## src/rtl/cic_pkg.sv

```systemverilog
// Shared CIC helper package: sizing and rounding helpers used by the comb chain
// and intended for reuse by other CIC output stages.
package cic_pkg;

  // Smallest number of bits b such that (1 << b) >= value.
  function automatic int clog2(input int value);
    int result;
    result = 0;
    for (int i = 0; i < 31; i++) begin
      if ((1 << i) < value) begin
        result = i + 1;
      end
    end
    return result;
  endfunction

  // Number of accepted samples needed before every comb delay line holds real data.
  function automatic int warmup_len(input int order, input int delay);
    return order * delay;
  endfunction

  // Half-LSB of the output word, expressed at the input width; zero when nothing is dropped.
  function automatic longint unsigned round_const(input int width_in, input int width_out);
    if (width_in > width_out) begin
      return 64'd1 << (width_in - width_out - 1);
    end
    return 64'd0;
  endfunction

endpackage

```

## src/rtl/cic_comb_stage.sv

```systemverilog
// One CIC comb stage: y = x - x[n-DIFF_DELAY] in modular arithmetic.
// The delay line only advances on valid samples, so sparse input streams work.
module cic_comb_stage #(
  parameter int WIDTH      = 24,
  parameter int DIFF_DELAY = 1
) (
  input  logic             clk,
  input  logic             reset_n,
  input  logic             clr,
  input  logic [WIDTH-1:0] in_data,
  input  logic             in_valid,
  output logic [WIDTH-1:0] out_data,
  output logic             out_valid
);

  logic [WIDTH-1:0] taps [DIFF_DELAY];

  // Delay line plus registered difference; reset and clear both empty the stage.
  always_ff @(posedge clk or negedge reset_n) begin
    if (!reset_n) begin
      for (int i = 0; i < DIFF_DELAY; i++) begin
        taps[i] <= '0;
      end
      out_data  <= '0;
      out_valid <= 1'b0;
    end else if (clr) begin
      for (int i = 0; i < DIFF_DELAY; i++) begin
        taps[i] <= '0;
      end
      out_data  <= '0;
      out_valid <= 1'b0;
    end else begin
      out_valid <= in_valid;
      if (in_valid) begin
        out_data <= in_data - taps[DIFF_DELAY-1];
        taps[0]  <= in_data;
        for (int i = 1; i < DIFF_DELAY; i++) begin
          taps[i] <= taps[i-1];
        end
      end
    end
  end

endmodule

```

## src/rtl/cic_comb_chain.sv

```systemverilog
// Comb section of the variable-rate CIC decimator.
// Cascades CIC_ORDER comb stages, hides warm-up outputs after reset or a rate
// change, and reduces the result to DATA_WIDTH_OUT bits.
// Optional macro CIC_COMB_ROUND_EN: round half-up instead of truncating.
module cic_comb_chain
  import cic_pkg::*;
#(
  parameter int DATA_WIDTH_INP  = 24,
  parameter int DATA_WIDTH_OUT  = 16,
  parameter int DATA_WIDTH_RATE = 16,
  parameter int CIC_ORDER       = 3,
  parameter int DIFF_DELAY      = 1
) (
  input  logic                       clk,
  input  logic                       reset_n,
  input  logic [DATA_WIDTH_INP-1:0]  s_axis_in_tdata,
  input  logic                       s_axis_in_tvalid,
  input  logic                       s_axis_rate_tvalid,
  input  logic [DATA_WIDTH_RATE-1:0] s_axis_rate_tdata,
  output logic [DATA_WIDTH_OUT-1:0]  m_axis_out_tdata,
  output logic                       m_axis_out_tvalid
);

  localparam int WARM_LEN = warmup_len(CIC_ORDER, DIFF_DELAY);
  localparam int CNT_W    = clog2(WARM_LEN + 1);
  localparam logic [CNT_W-1:0] WARM_MAX = CNT_W'(WARM_LEN);

  if (DATA_WIDTH_OUT > DATA_WIDTH_INP) begin : g_bad_width
    $error("cic_comb_chain: DATA_WIDTH_OUT must not exceed DATA_WIDTH_INP");
  end
  if (CIC_ORDER < 1) begin : g_bad_order
    $error("cic_comb_chain: CIC_ORDER must be at least 1");
  end
  if (DIFF_DELAY < 1 || DIFF_DELAY > 2) begin : g_bad_delay
    $error("cic_comb_chain: DIFF_DELAY must be 1 or 2");
  end

  logic [DATA_WIDTH_INP-1:0] stage_data  [CIC_ORDER+1];
  logic                      stage_valid [CIC_ORDER+1];
  logic                      in_accept;
  logic [CNT_W-1:0]          warm_cnt;
  logic                      warm_pipe [CIC_ORDER];
  logic [DATA_WIDTH_INP-1:0] final_rnd;
  logic [DATA_WIDTH_OUT-1:0] out_slice;
  logic [DATA_WIDTH_OUT-1:0] out_held;
  logic                      out_valid;
  logic                      unused_bits;

  // A rate change in the same cycle as a sample wins, so the sample never enters.
  assign in_accept      = s_axis_in_tvalid & ~s_axis_rate_tvalid;
  assign stage_data[0]  = s_axis_in_tdata;
  assign stage_valid[0] = in_accept;

  for (genvar k = 0; k < CIC_ORDER; k++) begin : g_stage
    cic_comb_stage #(
      .WIDTH      (DATA_WIDTH_INP),
      .DIFF_DELAY (DIFF_DELAY)
    ) u_stage (
      .clk       (clk),
      .reset_n   (reset_n),
      .clr       (s_axis_rate_tvalid),
      .in_data   (stage_data[k]),
      .in_valid  (stage_valid[k]),
      .out_data  (stage_data[k+1]),
      .out_valid (stage_valid[k+1])
    );
  end

  // Count accepted samples until every delay line is filled, then stop.
  always_ff @(posedge clk or negedge reset_n) begin
    if (!reset_n) begin
      warm_cnt <= '0;
    end else if (s_axis_rate_tvalid) begin
      warm_cnt <= '0;
    end else if (in_accept && warm_cnt != WARM_MAX) begin
      warm_cnt <= warm_cnt + 1'b1;
    end
  end

  // Tag each sample as warm or not and carry the tag alongside it through the stages.
  always_ff @(posedge clk or negedge reset_n) begin
    if (!reset_n) begin
      for (int i = 0; i < CIC_ORDER; i++) begin
        warm_pipe[i] <= 1'b0;
      end
    end else if (s_axis_rate_tvalid) begin
      for (int i = 0; i < CIC_ORDER; i++) begin
        warm_pipe[i] <= 1'b0;
      end
    end else begin
      warm_pipe[0] <= in_accept && (warm_cnt == WARM_MAX);
      for (int i = 1; i < CIC_ORDER; i++) begin
        warm_pipe[i] <= warm_pipe[i-1];
      end
    end
  end

`ifdef CIC_COMB_ROUND_EN
  localparam logic [DATA_WIDTH_INP-1:0] ROUND_K =
    DATA_WIDTH_INP'(round_const(DATA_WIDTH_INP, DATA_WIDTH_OUT));
  assign final_rnd = stage_data[CIC_ORDER] + ROUND_K;
`else
  assign final_rnd = stage_data[CIC_ORDER];
`endif

  assign out_slice   = final_rnd[DATA_WIDTH_INP-1 -: DATA_WIDTH_OUT];
  assign out_valid   = stage_valid[CIC_ORDER] & warm_pipe[CIC_ORDER-1];
  assign unused_bits = ^{s_axis_rate_tdata, final_rnd};

  // Remember the last delivered word so the output holds between valid pulses.
  always_ff @(posedge clk or negedge reset_n) begin
    if (!reset_n) begin
      out_held <= '0;
    end else if (s_axis_rate_tvalid) begin
      out_held <= '0;
    end else if (out_valid) begin
      out_held <= out_slice;
    end
  end

  assign m_axis_out_tvalid = out_valid;
  assign m_axis_out_tdata  = out_valid ? out_slice : out_held;

endmodule

```

## config.mk

```make
export PLATFORM = sky130hd
export DESIGN_NAME = cic_comb_chain
export DESIGN_NICKNAME = d
export VERILOG_FILES = /design/src/rtl/cic_pkg.sv /design/src/rtl/cic_comb_stage.sv /design/src/rtl/cic_comb_chain.sv
export SDC_FILE = /design/constraint.sdc
export NUM_CORES = 1
export LEC_CHECK = 0
export ABC_AREA = 1
export BUFFER_PORTS_ARGS = -buffer_cell sky130_fd_sc_hd__clkbuf_2
export CELL_PAD_IN_SITES_DETAIL_PLACEMENT = 1
export CELL_PAD_IN_SITES_GLOBAL_PLACEMENT = 1
export CORE_ASPECT_RATIO = 1.4
export CORE_MARGIN = 2
export CORE_UTILIZATION = 45
export DETAILED_ROUTE_END_ITERATION = 12
export PLACE_DENSITY = 0.8
export SLEW_MARGIN = 20
export SYNTH_ARGS = -nofsm -noshare
export SYNTH_HDL_FRONTEND = slang
export SYNTH_SLANG_ARGS = --single-unit
```

## constraint.sdc

```tcl
create_clock -name clk -period 2.8 [get_ports clk]
set_clock_uncertainty 0.2 [all_clocks]
set_input_delay 0.56 -clock clk [delete_from_list [all_inputs] [get_ports clk]]
set_output_delay 0.56 -clock clk [all_outputs]
set_load 0.03 [all_outputs]
```

---- Yosys cells after proc, flatten, opt, wreduce, memory -nomap -nowiden ----
Cells that the tools add are included.
operators by class
  bitwise gates (word level) .............. 3
  add/subtract/negate cells ............... 4
  reduce and logical (&&, ||, !) cells .... 6
  equal/unequal tests ..................... 2
  mux-type cells .......................... 20
operators by type and width
  kind                                          number
  two-way mux 24 bit                            12
  subtractor 24 bit                             3
  two-way mux 16 bit                            2
  nonzero test 2 bit                            4
  two-way mux 2 bit                             2
  two-way mux 1 bit                             3
  two-way mux 3 bit                             1
  adder 2 x 1 -> 2 bit, second input constant   1
  AND 1 bit                                     2
  equality test 2 bit, second input constant    1
  logical AND 1 bit                             2
  inequality test 2 bit, second input constant  1
  inverter 1 bit                                1
storage, ports and cells
  register bits ........................... 168
  output and inout port bits .............. 17
  logic and storage cells ................. 49
  input bits .............................. 44

---- Logic depth before layout (Yosys ltp) ----
  depth in word-level cells ............... 5
  depth in mapped cells ................... 15
  gate-level depth less buffers ........... 15

---- Cells and area by module ----
From an unflattened synthesis, not the netlist that was laid out.
unflattened totals
  cell total of the unflattened synthesis .. 1759
  area, all modules ....................... 11703.7 um2
by module, submodules not included
  module                                times used  area each (um2)  sequential area each (um2)  cells an instance
  cic_comb_stage at g_stage[1].u_stage  1           3553.4           1226.2                      545
  cic_comb_stage at g_stage[2].u_stage  1           3550.9           1226.2                      545
  cic_comb_stage at g_stage[0].u_stage  1           3543.4           1226.2                      545
  cic_comb_chain                        1           1056.0           525.5                       124

---- Least setup slack after synthesis ----
OpenSTA, ideal clock, no wires.
  kind .................................... input -> register
  from .................................... input port s_axis_in_tdata[0]
  to ...................................... register g_stage[0].u_stage.out_data[18]
  cell stages on the path ................. 14
  data arrival time ....................... 1872 ps
  path buffers ............................ 0
  data required time ...................... 2483 ps
  path slack .............................. 611 ps
  library setup time ...................... 117 ps
  cell sequence ........................... inv_1 > ha_1 > inv_1 > fa_1 > nand2_1 > inv_1 > nand3_1 > nand2_1 > nand2_1 > nand2_1 > nand2_1 > nand3_1 > nand3_1 > nand2_1
between the ends
  cells in the longest elaborated chain, start to end .. 3
ends and longest elaborated chain
  what                  line                  RTL
  from (decl)           cic_comb_chain.sv:16  input logic [DATA_WIDTH_INP-1:0] s_axis_in_tdata,
  subtractor 24 bit     cic_comb_stage.sv:35  out_data <= in_data - taps[DIFF_DELAY-1];
  two-way mux 24 bit    cic_comb_stage.sv:34  if (in_valid) begin
  two-way mux 24 bit    cic_comb_stage.sv:26  end else if (clr) begin
  to (signal assigned)  cic_comb_stage.sv:35
  to (decl)             cic_comb_stage.sv:12  output logic [WIDTH-1:0] out_data,
No other way between the ends. The select of a mux whose other input is x is not followed.
A chain may end at the register's enable or synchronous reset.

---- Worst setup path in the final report ----
  from .................................... register warm_pipe[0] (netlist name)
  to ...................................... output port m_axis_out_tdata[12]
between the ends
  cells in the longest elaborated chain, start to end .. 2
ends and longest elaborated chain
  what                               line                   RTL
  from (decl)                        cic_comb_chain.sv:42   logic warm_pipe [CIC_ORDER];
  from (signal, indexed assignment)  cic_comb_chain.sv:93   warm_pipe[i] <= warm_pipe[i-1];
  AND 1 bit                          cic_comb_chain.sv:107  assign out_valid = stage_valid[CIC_ORDER] & warm_pipe[CIC_ORDER-1];
  two-way mux 16 bit                 n/a
  to (decl)                          cic_comb_chain.sv:20   output logic [DATA_WIDTH_OUT-1:0] m_axis_out_tdata,
No other way between the ends.

==> flow_summary.ini <==
[timing]
max_slew_margin_pct = 51.21
rsz0062_at_grt = false
tightest_slew_ps = 731.1
setup_viol = 0
tns_ps = 0
slew_viol_final = 0
holdWs_ps = 144.3
hold_viol_final = 0
post-route-period-util_pct = 91.87
timing.fmax_mhz = 388.7
period_needed_ps = 2572

[worst_setup_path]
cp_slowest_stage_delay_ps = 390
worstPathCellList = nand2_4 -> clkinvlp_4 -> buf_4 -> or2_2 -> o21ai_0 -> inv_1 -> clkbuf_2
crit_path_end_kind = output port
crit_arrival_ps = 1810
crit_slowest_cell = dfrtp_1
ff2ff_setup_slack_ps = 350
cp_top_family = buffers and inverters
reg2regPathDepth = 14
cp_num_buf_inv = 4
cp.required_ps = 2040
rr_startpoint = g_stage[0].u_stage.out_data[0]
r2r-end = g_stage[1].u_stage.out_data[18]
setup.worst_path.start = warm_pipe[0]
crit_path_start_kind = flip-flop
cp_num_cells = 7
crit_fanout = 17
path_class = flip-flop to output port

[clock_tree]
clkTransAtPathRegs_ps = 60
h-tree-depth = 4
cts.sinks = 160
clock_path_buffers = 2
cts_buffers = 17
cts_root_buffer = clkbuf_16
clkLatencyLatePin_ps = 440
cts_tree = built

[global_routing]
grt_pass1_wl_um = 51410
grt_max_degree = 71
grt-ovfl-total = 0
grt_pass1_vias = 10850
grt_util_all_layers_pct = 25.71
antenna_found_initial = 0

[placement]
dp_hpwl_um = 24070
portBuffers = 44
place.gp.congestion = 0.9216

[logic_synthesis]
synthDistinctLibCells = 35
synthCells = 1568
yosys_warnings = 0
synth_area_um2 = 10740
synth_edf_count = 0
synth-seq-area-share_pct = 37.27
synth-seq-cells = 160
syn_nets = 1683
synth_flop_cell = dfrtp_1
syn_avg_cell_area_um2 = 6.852
ys_async_sr_fraction_pct = 100.0

[final_layout]
antenna_cells = 0
layout-drive-gt1-share_pct = 10.93
syn_to_final_growth_pct = 11.54
nets = 1731
nFillCells = 3087

[routing]
ant_nets = 0
dr.pass1.iters = 4
drc = 0
routed_via_density = 5.192
dr.first_iter.drc_count = 274
dr_total_vias = 10050
routed_wl_um = 30600
wl_per_cell_um = 15.81

[pwr]
seq_power_share_pct = 33.1
clkPwrFrac_pct = 31.7
irDropWorstVdd_uv = 477.1
switching_share_pct = 37.73
p_leak_nw = 6.600
p_per_area_nw_per_um2 = 639.5
power.internal_mw = 4.773
switchingPower_mw = 2.892
combPwrFrac_pct = 35.3

[die]
num_io_pins = 61
fp.dieArea_um2 = 25140
core_um2 = 23370
die_w_um = 134.6
fp-row-count = 66
die_h_um = 186.8
start_util_pct = 45.97

[min_path]
worstHoldStart = s_axis_in_tdata[6]
hp-class = input port to flip-flop
holdPathStages = 3
worstHoldEndpoint = g_stage[0].u_stage.taps[6]

[run_status]
status = finished, final reports clean

[flow_run]
drv_cap = 0
==> stage by stage <==
| step | worst slack [ps] | cells | instance area, µm² | utilization [%] | power, mW |
|---|---|---|---|---|---|
| finish | 227.6 | 1935 | 11980 | 51.28 | 7.664 |
| global route | 111.6 | 1935 | 11980 | 51.28 | 8.205 |
| CTS | 26.09 | 1934 | 11980 | 51.25 | 7.728 |
| floorplan | 611.0 | 1568 | 10740 | - | 4.468 |
| global placement | 183.8 | 1900 | 11330 | 48.50 | 5.149 |
| detailed placement | 116.1 | 1900 | 11330 | 48.50 | 5.250 |
==> final cells by class <==
cell class / count / area [µm²] / share of cell area (%)
tap: 306 / 382.9 / 3.195
timing repair buffer: 57 / 351.6 / 2.934
multi-input combinational: 1071 / 5465 / 45.60
inverter: 309 / 1164 / 9.710
clock buffer: 22 / 484.2 / 4.041
clock inverter: 10 / 132.6 / 1.107
sequential: 160 / 4004 / 33.41
==> worst max-delay path by stage <==
stage,end
floorplan,g_stage[0].u_stage.out_data[18]
global placement,g_stage[0].u_stage.out_data[18]
detailed placement,g_stage[0].u_stage.out_data[18]
CTS,m_axis_out_tdata[15]
global route,m_axis_out_tdata[6]
finish,m_axis_out_tdata[12]
==> layer usage <==
layer / routed length (µm) / global-route usage, %
met1: 11030 / 24.14
met4: 1607 / 14.41
met5: 0 / 0
met3: 432 / 3.062
met2: 17530 / 51.88
==> cells by family after synthesis <==
family | Yosys count | synth area share (%)
AOI/OAI and AO/OA | 245 | 12.65
xor gates and xnor gates | 3 | 0.2446
adders and majority gates | 71 | 8.408
buffers and inverters | 337 | 11.98
DFF | 160 | 37.27
and+or+nand+nor | 752 | 29.45
==> power by group through the flow <==
stage	combinational [mW]	clock [mW]	sequential [mW]
after floorplan	1.92	0	2.55
after global placement	2.58	0	2.56
after detailed placement	2.68	0	2.57
after CTS	2.71	2.48	2.53
after global routing	3.08	2.57	2.55
final	2.70	2.43	2.53
==> worst reg2reg max path: stages, from the launching register on <==
cell	delay (ps)
dfrtp_1	360
inv_1	110
ha_1	190
inv_1	110
fa_1	440
nand2_1	100
inv_1	70
nand3_1	100
nand2_2	120
nand2_1	80
nand2_1	110
nand2_1	130
nand3_1	70
nand3_1	100
nand2_1	50
==> cells in the mapped netlist (3+ instances only) <==
master / number / area share, %
o21ai_2: 4 / 0.33
nand2_1: 485 / 17
dfrtp_1: 160 / 37
or2_2: 16 / 0.93
xnor2_1: 3 / 0.24
o22ai_1: 42 / 2.4
o21ai_0: 88 / 4.1
nor3_2: 3 / 0.28
a21oi_1: 65 / 3.0
inv_2: 15 / 0.52
a22o_1: 3 / 0.24
buf_2: 14 / 0.65
a21oi_2: 3 / 0.24
o21bai_1: 8 / 0.56
clkbuf_1: 11 / 0.38
and2_1: 5 / 0.29
ha_1: 69 / 8.0
nor2_2: 24 / 1.4
nor2_1: 105 / 3.7
inv_1: 294 / 10
nand4_1: 17 / 0.99
o21ai_1: 28 / 1.3
nand3_1: 68 / 3.2
nor3_1: 5 / 0.23
nand2_2: 19 / 1.1
==> layout by cell type, fill, tap and decap left out, types with 10 or more instances in the layout <==
cell / Yosys / layout
nand2_1: 485 / 485
inv_1: 294 / 293
dfrtp_1: 160 / 160
nor2_1: 105 / 104
o21ai_0: 88 / 88
ha_1: 69 / 69
nand3_1: 68 / 68
a21oi_1: 65 / 65
clkbuf_2: 1 / 43
o22ai_1: 42 / 42
o21ai_1: 28 / 28
nor2_2: 24 / 24
nand2_2: 19 / 18
nand4_1: 17 / 17
clkbuf_16: 0 / 17
or2_2: 16 / 16
inv_2: 15 / 15
buf_4: 1 / 10
==> state kept, by name (all words and copies together), names as in the netlist <==
signal and flops:
g_stage.u_stage.out_valid 3, g_stage.u_stage.out_data 64, warm_pipe 3, out_held 16
g_stage.u_stage.taps 72, warm_cnt 2
==> repair_timing <==
| item | in CTS | in global routing |
|---|---|---|
| gates cloned | 0 | 0 |
| endpoints found under the setup margin | 16 | 14 |
| hold buffers | 1 | 0 |
| pin swaps | 0 | 1 |
| endpoints found under the hold margin | 38 | 0 |
| gates resized for setup | 2 | 0 |
| setup buffers | 1 | 1 |
Power figures use the tool's default switching activity.
